===== config.mk =====
export PLATFORM = sky130hd
export DESIGN_NAME = rst_sequencer
export DESIGN_NICKNAME = d
export VERILOG_FILES = /design/src/rtl/rst_seq_pkg.sv /design/src/rtl/rst_seq_sync.sv /design/src/rtl/rst_sequencer.sv
export SDC_FILE = /design/constraint.sdc
export NUM_CORES = 1
export LEC_CHECK = 0
export ABC_CLOCK_PERIOD_IN_PS = 2200
export CAP_MARGIN = 20
export CORE_MARGIN = 3
export CORE_UTILIZATION = 54
export CTS_BUF_LIST = sky130_fd_sc_hd__clkbuf_4 sky130_fd_sc_hd__clkbuf_8 sky130_fd_sc_hd__clkbuf_16
export DETAILED_ROUTE_END_ITERATION = 7
export PLACE_DENSITY = 0.73
export RECOVER_POWER = 25
export SETUP_SLACK_MARGIN = 0.1
export SKIP_CTS_REPAIR_TIMING = 1
export SYNTH_ARGS = -nofsm -noshare
export SYNTH_HDL_FRONTEND = slang
export SYNTH_SLANG_ARGS = --single-unit

===== constraint.sdc =====
create_clock -name i_clk -period 2.2 [get_ports i_clk]
set_input_delay 0.22 -clock i_clk [delete_from_list [all_inputs] [get_ports i_clk]]
set_output_delay 0.22 -clock i_clk [all_outputs]
set_load 0.01 [all_outputs]

===== src/rtl/rst_seq_pkg.sv =====
// rtl/rst_seq_pkg.sv - shared state encoding and default constants for the reset sequencer
package rst_seq_pkg;

    typedef enum logic [1:0] {
        ST_WAIT_LOCK = 2'd0,
        ST_RELEASE   = 2'd1,
        ST_RUN       = 2'd2
    } rst_state_t;

    localparam int DEF_N_STAGES     = 3;
    localparam int DEF_STAGE_DLY    = 4;
    localparam int DEF_LOCK_FILT    = 3;
    localparam int DEF_LOCK_TIMEOUT = 1024;

endpackage


===== src/rtl/rst_seq_sync.sv =====
// rtl/rst_seq_sync.sv - two-flop synchronizer bringing the PLL lock into the i_clk domain
module rst_seq_sync (
    input  logic i_clk,
    input  logic i_rst_n,
    input  logic async_in,
    output logic sync_out
);

    (* ASYNC_REG = "TRUE" *) logic meta_q;
    (* ASYNC_REG = "TRUE" *) logic sync_q;

    always_ff @(posedge i_clk or negedge i_rst_n) begin
        if (!i_rst_n) begin
            meta_q <= 1'b0;
            sync_q <= 1'b0;
        end else begin
            meta_q <= async_in;
            sync_q <= meta_q;
        end
    end

    assign sync_out = sync_q;

endmodule


===== src/rtl/rst_sequencer.sv =====
// rtl/rst_sequencer.sv - staged reset release after filtered PLL lock; RST_SEQ_WDT_EN adds the lock-timeout watchdog
module rst_sequencer
    import rst_seq_pkg::*;
#(
    parameter int N_STAGES     = DEF_N_STAGES,
    parameter int STAGE_DLY    = DEF_STAGE_DLY,
    parameter int LOCK_FILT    = DEF_LOCK_FILT,
    parameter int LOCK_TIMEOUT = DEF_LOCK_TIMEOUT
) (
    input  logic                i_clk,
    input  logic                i_rst_n,
    input  logic                i_pll_locked,
    input  logic                i_sw_rst,
    output logic [N_STAGES-1:0] o_rst_n,
    output logic                o_ready,
    output logic                o_lock_timeout
);

    localparam int IDX_W = (N_STAGES > 1) ? $clog2(N_STAGES) : 1;

    logic                lock_s;
    logic                abort;
    rst_state_t          state;
    logic [7:0]          filt_cnt;
    logic [15:0]         dly_cnt;
    logic [IDX_W-1:0]    stage_idx;
    logic [N_STAGES-1:0] rst_q;
    logic                ready_q;

    rst_seq_sync u_sync (
        .i_clk    (i_clk),
        .i_rst_n  (i_rst_n),
        .async_in (i_pll_locked),
        .sync_out (lock_s)
    );

    assign abort = !lock_s || i_sw_rst;

    always_ff @(posedge i_clk or negedge i_rst_n) begin
        if (!i_rst_n) begin
            state     <= ST_WAIT_LOCK;
            filt_cnt  <= '0;
            dly_cnt   <= '0;
            stage_idx <= '0;
            rst_q     <= '0;
            ready_q   <= 1'b0;
        end else begin
            case (state)
                ST_WAIT_LOCK: begin
                    dly_cnt   <= '0;
                    stage_idx <= '0;
                    if (abort) begin
                        filt_cnt <= '0;
                    end else if (filt_cnt == 8'(LOCK_FILT - 1)) begin
                        filt_cnt <= '0;
                        state    <= ST_RELEASE;
                    end else begin
                        filt_cnt <= filt_cnt + 8'd1;
                    end
                end
                ST_RELEASE: begin
                    if (abort) begin
                        state     <= ST_WAIT_LOCK;
                        filt_cnt  <= '0;
                        dly_cnt   <= '0;
                        stage_idx <= '0;
                        rst_q     <= '0;
                        ready_q   <= 1'b0;
                    end else if (dly_cnt == 16'(STAGE_DLY - 1)) begin
                        // Stages release strictly in index order, keeping rst_q thermometer-coded.
                        rst_q[stage_idx] <= 1'b1;
                        dly_cnt          <= '0;
                        if (stage_idx == IDX_W'(N_STAGES - 1)) begin
                            state   <= ST_RUN;
                            ready_q <= 1'b1;
                        end else begin
                            stage_idx <= stage_idx + 1'b1;
                        end
                    end else begin
                        dly_cnt <= dly_cnt + 16'd1;
                    end
                end
                ST_RUN: begin
                    if (abort) begin
                        state     <= ST_WAIT_LOCK;
                        filt_cnt  <= '0;
                        dly_cnt   <= '0;
                        stage_idx <= '0;
                        rst_q     <= '0;
                        ready_q   <= 1'b0;
                    end
                end
                default: begin
                    state     <= ST_WAIT_LOCK;
                    filt_cnt  <= '0;
                    dly_cnt   <= '0;
                    stage_idx <= '0;
                    rst_q     <= '0;
                    ready_q   <= 1'b0;
                end
            endcase
        end
    end

    assign o_rst_n = rst_q;
    assign o_ready = ready_q;

`ifdef RST_SEQ_WDT_EN
    logic [31:0] wdt_cnt;
    logic        timeout_q;

    // Flag is sticky until the hard reset; sequencing is never blocked by it.
    always_ff @(posedge i_clk or negedge i_rst_n) begin
        if (!i_rst_n) begin
            wdt_cnt   <= '0;
            timeout_q <= 1'b0;
        end else if (state != ST_WAIT_LOCK) begin
            wdt_cnt <= '0;
        end else if (wdt_cnt == 32'(LOCK_TIMEOUT - 1)) begin
            timeout_q <= 1'b1;
        end else begin
            wdt_cnt <= wdt_cnt + 32'd1;
        end
    end

    assign o_lock_timeout = timeout_q;
`else
    assign o_lock_timeout = 1'b0;
`endif

endmodule


==> flow_metrics.env, run 1 <==
export IMPL_status="complete, no violations"
export IMPL_syn_nets=200
export IMPL_antenna_found_initial=0
export IMPL_rrSetupSlack_ns=0.16
export IMPL_ant_nets=0
export IMPL_grt_max_degree=35
export IMPL_drt_iter0_drc=69
export IMPL_holdCritPathClass="flop to flop"
export IMPL_vias=1482
export IMPL_viasPerCell=5.90
export IMPL_hpwl_mm=2.65
export IMPL_crit_arrival_ns=2.26
export IMPL_p_leak_nw=0.906
export IMPL_hold_viol_final=0
export IMPL_grt_pass1_wl_mm=6.50
export IMPL_clkSlewWorstSetupHoldPaths_ns=0.10
export IMPL_muxShareOfSynthArea_pct=1.79
export IMPL_placement_rows=20
export IMPL_grt_pass1_vias=1474
export IMPL_fp_coreArea_um2=3200
export IMPL_placedCellCount=240
export IMPL_stdcell_count=251
export IMPL_power_density_nw_per_um2=644
export IMPL_ios=9
export IMPL_fin_crit_ns=2.04
export IMPL_grt_use_total_pct=19.7
export IMPL_setup_worst_path_start_class="flop"
export IMPL_finalSetupTns_ns=0
export IMPL_drive_above_1_share_pct=15.9
export IMPL_syn_avg_cell_area_um2=10.1
export IMPL_die_h_um=65.1
export IMPL_syn_inst=186
export IMPL_yosysWarnings=0
export IMPL_dieWidth_um=65.1
export IMPL_tightest_slew_ns=0.819
export IMPL_overflow=0
export IMPL_peakVddDrop_mv=0.393
export IMPL_htree_num_levels=2
export IMPL_cp_end_kind="flop"
export IMPL_synthSimpleGateAreaFrac_pct=25.1
export IMPL_yosysSeqAreaShare_pct=45.1
export IMPL_clockBufferDepth=2
export IMPL_synth_top_family_by_area="simple AND/OR/NAND/NOR gates"
export IMPL_cts_tree="done"
export IMPL_cts_sinks=34
export IMPL_area_growth_pct=14.5
export IMPL_synth_compound_gate_area_share_pct=11.3
export IMPL_post_route_period_util_pct=92.7
export IMPL_wirelength_mm=3.80
export IMPL_clockRootBuffer="clkbuf_4"
export IMPL_synth_cell_types=44
export IMPL_maxCapViolations=0
export IMPL_nFillCells=267
export IMPL_numPortBuffers=7
export IMPL_synth_xor_area_share_pct=6.50
export IMPL_slew_headroom_pct=45.4
export IMPL_setup_violations=0
export IMPL_cp_max_fo=6
export IMPL_synth_area_um2=1890
export IMPL_fin_nets=220
export IMPL_first_pass_iters=4
export IMPL_clock_skew_ns=0.00838
export IMPL_initial_core_util_pct=58.9
export IMPL_rsz0062_at_grt="no"
export IMPL_crit_required_ns=2.42
export IMPL_diodes=0
export IMPL_synthAdderAreaFrac_pct=6.63
export IMPL_drc=0
export IMPL_gp_congestion=0.849
export IMPL_clk_insertion_delay_late_ns=0.33
export IMPL_slew_viol_final=0
export IMPL_detail_route_wl_per_cell_um=15.1
export IMPL_dieArea_um2=4240
export IMPL_fmaxAchievable_mhz=490
export IMPL_tritoncts_num_buffers=5
export IMPL_ys_ff_latch=34
export IMPL_critPathKind="flop to flop"
-- layout by cell type, fill, tap and decap left out, types with 5 or more instances in the layout --
| cell type | n |
|---|---|
| a21oi_1 | 14 |
| buf_4 | 8 |
| clkbuf_4 | 6 |
| clkdlybuf4s50_1 | 5 |
| dfrtp_1 | 34 |
| ha_1 | 7 |
| inv_1 | 10 |
| nand2_1 | 7 |
| nand3_1 | 7 |
| nand4_1 | 7 |
| nor2_1 | 17 |
| or3_1 | 6 |
| xnor2_1 | 5 |
| xor2_1 | 9 |
-- flip-flops by register name, indices dropped and copies added, names as in the netlist --
register and count:
u_sync.meta_q 1, dly_cnt 16, state 2, o_rst_n 3, u_sync.sync_out 1, o_ready 1
stage_idx 2, filt_cnt 8
-- where the power goes --
part | switching (W) | internal, W
clock network | 0.000205 | 0.000167
logic | 0.000189 | 0.000139
registers | 0.0000287 | 0.000663
-- worst paths after layout --
path,from,end,cells past startpoint
min in group asynchronous,i_rst_n,o_rst_n[1]$_DFFE_PN0P_,2
setup / recovery,dly_cnt[0]$_DFFE_PN0N_,dly_cnt[0]$_DFFE_PN0N_,6
hold / removal,u_sync.meta_q$_DFF_PN0_,u_sync.sync_out$_DFF_PN0_,0
max in group asynchronous,i_rst_n,dly_cnt[9]$_DFFE_PN0N_,2
hold reg to reg,u_sync.meta_q$_DFF_PN0_,u_sync.sync_out$_DFF_PN0_,0
setup reg to reg,dly_cnt[0]$_DFFE_PN0N_,dly_cnt[0]$_DFFE_PN0N_,6
-- per-layer routing --
layer	share of wire, %	track usage, %	up-vias
met3	2.5	4.10	5
met5	0	0	-
li1	-	-	715
met2	49	31.7	27
met4	1.3	8.29	0
met1	47	26.0	735
-- final cells by class --
cell class	instances	area, um^2	area share (%)
clock inverters	1	5.00	0.232
repair buffers	16	135	6.25
multi-input cells	139	1020	47.1
inverters	10	37.5	1.74
flip-flops and latches	34	851	39.4
clock buffers	7	58.8	2.72
well taps	44	55.1	2.55
-- worst max-delay path: stages, from the launching register on --
cell and delay [ns]:
dfrtp_1 0.39, ha_2 0.21, or3b_2 0.48, nor4_4 0.30
buf_4 0.20, nor3_1 0.07, mux2_2 0.29
-- cell families after synthesis --
logic type | after synthesis
compound gates | 32
xor+xnor | 14
fa+ha+maj | 10
buf+inv | 14
flops | 34
mux | 3
other cells | 1
simple gates | 78
-- stage by stage --
stage                     utilization, %  hold slack [ns]  setup slack (ns)  total power (W)  cell area [um^2]
final                               67.5            0.375             0.160          0.00139              2160
after global routing                67.5            0.392            0.0958          0.00148              2160
after CTS                           65.6            0.295             0.116          0.00139              2100
after detailed placement            63.6            0.357             0.132          0.00101              2040
after global placement              63.6            0.340             0.184         0.000997              2040
after floorplan                        -          -0.0756             0.228         0.000918              1890
-- Yosys cell counts, drive strengths merged --
library cell  count  area share [%]
a21o              1            0.40
a21oi            14             3.7
a22o              2            0.93
a31o              1            0.46
a32o              1            0.53
and2              3            0.99
and3              3            0.99
and3b             2            0.93
and4              4             1.9
buf               2            0.99
clkbuf            2            0.40
conb              1            0.20
dfrtp            34              45
ha               10             6.6
inv              10             2.0
mux2              3             1.8
nand2             7             1.4
nand2b            1            0.33
nand3             7             1.9
nand3b            3             1.2
nand4             7             2.3
nor2             17             3.4
nor3              4             1.1
nor4              4             2.1
nor4b             1            0.46
o211ai            3             1.2
o21a              1            0.80
o21ai             6             1.6
o31ai             1            0.40
o32ai             1            0.86
o41ai             1            0.46
or2               1            0.33
or3               6             2.0
or3b              2            0.93
or4               4             1.8
or4b              1            0.53
or4bb             1            0.60
xnor2             5             2.3
xor2              9             4.2
Note: power is estimated with default switching activity, not from simulation.
==> inputs of run 2 (changes only) <==
- ABC_CLOCK_PERIOD_IN_PS: 2200 -> 2150
- PLACE_DENSITY: 0.73 -> 0.74
- clock period: 2.2 -> 2.15 ns (I/O delays scaled with it)
==> run 2 against run 1 <==
Net effect: non-clock buffer count up 5; core utilization is 1.4 points higher; cell count is 2.0% higher; power rose by 9.5%; global-route usage up 0.59 points; setup slack got worse by 0.039 ns; clock-buffer cell count up 1; sequential power rose by 2%; critical path type unchanged; largest power group unchanged.
==> flow_metrics.env, run 2 (synthesis gave the netlist of run 1 again) <==
export IMPL_hpwl_mm=2.67
export IMPL_fmaxAchievable_mhz=493
export IMPL_layout_common_cells="dfrtp_1, nor2_1, a21oi_1, buf_4, inv_1"
export IMPL_largest_register="dly_cnt"
export IMPL_min_to="u_sync.sync_out$_DFF_PN0_"
export IMPL_final_common_cell="dfrtp_1"
export IMPL_grt_use_total_pct=20.3
export IMPL_hp_start="u_sync.meta_q$_DFF_PN0_"
export IMPL_cp_end_kind="flop"
export IMPL_grt_pass1_wl_mm=6.60
export IMPL_crit_arrival_ns=2.26
export IMPL_clockBufferDepth=2
export IMPL_viasPerCell=5.86
export IMPL_finalSetupTns_ns=0
export IMPL_rsz0062_at_grt="yes"
export IMPL_grt_pass1_vias=1440
export IMPL_numPortBuffers=7
export IMPL_switching_power_w=0.000456
export IMPL_layout_setup_ws_ns=0.121
export IMPL_hold_viol_final=0
export IMPL_placement_rows=20
export IMPL_die_h_um=65.1
export IMPL_maxCapViolations=0
export IMPL_htree_num_levels=2
export IMPL_largest_register_ffs=16
export IMPL_nFillCells=262
export IMPL_clkSlewWorstSetupHoldPaths_ns=0.10
export IMPL_post_place_ws_ns=0.105
export IMPL_slowest_delay_ns=0.51
export IMPL_critPathKind="flop to flop"
export IMPL_drc=0
export IMPL_overflow=0
export IMPL_wirelength_mm=3.91
export IMPL_antenna_found_initial=0
export IMPL_slew_viol_final=0
export IMPL_first_pass_iters=4
export IMPL_setup_violations=0
export IMPL_grt_max_degree=35
export IMPL_detail_route_wl_per_cell_um=15.3
export IMPL_clock_skew_ns=0.00571
export IMPL_post_route_period_util_pct=94.4
export IMPL_status="complete, no violations"
export IMPL_seqPwrFrac_pct=46.1
export IMPL_cts_sinks=34
export IMPL_path_delay_family="simple AND/OR/NAND/NOR gates"
export IMPL_setup_worst_path_start_class="flop"
export IMPL_drt_iter0_drc=73
export IMPL_holdCritPathClass="flop to flop"
export IMPL_final_cell_area_um2=2210
export IMPL_post_dp_cell_area_um2=2060
export IMPL_initial_core_util_pct=58.9
export IMPL_hold_path_depth=0
export IMPL_combPwrFrac_pct=25.2
export IMPL_area_growth_pct=16.9
export IMPL_drive_above_1_share_pct=17.9
export IMPL_p_int_w=0.00107
export IMPL_slowest_stage="or4b_1"
export IMPL_diodes=0
export IMPL_cp_num_buf_inv=1
export IMPL_fp_coreArea_um2=3200
export IMPL_slew_headroom_pct=42.8
export IMPL_dieArea_um2=4240
export IMPL_final_util_pct=68.9
export IMPL_clk_insertion_delay_late_ns=0.34
export IMPL_dieWidth_um=65.1
export IMPL_switching_share_pct=29.9
export IMPL_tightest_slew_ns=0.858
export IMPL_r2r_start="filt_cnt[0]$_DFFE_PN0P_"
export IMPL_ant_nets=0
export IMPL_crit_chain="inv_1 > ha_1 > or4b_1 > o32ai_4 > o21ai_1 > mux2_1"
export IMPL_cp_max_fo=5
export IMPL_peakVddDrop_mv=0.400
export IMPL_power_density_nw_per_um2=691
export IMPL_crit_required_ns=2.38
export IMPL_vias=1500
export IMPL_fin_crit_ns=2.03
export IMPL_gp_congestion=0.841
export IMPL_p_leak_nw=0.935
export IMPL_clockRootBuffer="clkbuf_4"
export IMPL_rrSetupSlack_ns=0.12
export IMPL_ios=9
export IMPL_fin_nets=225
export IMPL_rr_endpoint="state[0]$_DFFE_PN0P_"
export IMPL_path_depth=6
export IMPL_rr_worst_depth=6
export IMPL_p_clk_share_pct=28.7
export IMPL_tritoncts_num_buffers=5
export IMPL_cts_tree="done"
run 2: cell count changes in the layout (fill, tap and decap cells not counted), sizes merged:
cell    change
buf         +5
clkbuf      +1
clkinv      -1
run 2: how the worst max path moves through the flow:
stage	startpoint	end	slack (ns)
after floorplan	stage_idx[0]$_DFFE_PN0P_	state[0]$_DFFE_PN0P_	0.18
after global placement	i_sw_rst	state[0]$_DFFE_PN0P_	0.16
after detailed placement	i_sw_rst	state[0]$_DFFE_PN0P_	0.11
after CTS	state[0]$_DFFE_PN0P_	state[0]$_DFFE_PN0P_	0.08
after global routing	dly_cnt[11]$_DFFE_PN0N_	o_rst_n[1]$_DFFE_PN0P_	0.01
final	filt_cnt[0]$_DFFE_PN0P_	state[0]$_DFFE_PN0P_	0.12
run 2: metrics by stage:
step | hold slack (ns) | cells | total power (W)
final | 0.370 | 256 | 0.00152
after global routing | 0.373 | 256 | 0.00162
after CTS | 0.303 | 251 | 0.00149
after detailed placement | 0.350 | 243 | 0.00105
after global placement | 0.351 | 243 | 0.00103
after floorplan | -0.0806 | 186 | 0.000940
run 2: power by group through the flow:
stage	logic [W]	clock network (W)	registers [W]
after detailed placement	0.000330	0	0.000722
after CTS	0.000334	0.000447	0.000709
final	0.000384	0.000437	0.000703
after floorplan	0.000218	0	0.000721
after global placement	0.000311	0	0.000716
after global routing	0.000427	0.000484	0.000707
run 2: area by class of cell:
cell class | instances | area [um^2] | share of cell area (%)
Clock buffer | 8 | 78.8 | 3.57
Tap cell | 44 | 55.1 | 2.50
Inverter | 10 | 37.5 | 1.70
Timing Repair Buffer | 21 | 173 | 7.83
Multi-Input combinational cell | 139 | 1010 | 45.8
Sequential cell | 34 | 852 | 38.6
run 2: worst register-to-register path, delay by kind of cell, from the launching register on:
kind | cells | cell delay [ns]
adder cells (fa/ha/maj) | 1 | 0.16
flip-flops | 1 | 0.43
buffers and inverters | 1 | 0.09
multiplexers | 1 | 0.33
AND/OR/NAND/NOR | 1 | 0.51
AO/OA/AOI/OAI | 2 | 0.40
run 2: routing by layer:
metal	vias up	wire length (um)	part of all wire (%)	GRT usage [%]
li1	730	-	-	-
met1	734	1770	45	25.9
met2	30	1940	50	32.6
met3	6	150	3.8	6.32
met4	0	48	1.2	7.51
met5	-	0	0	0
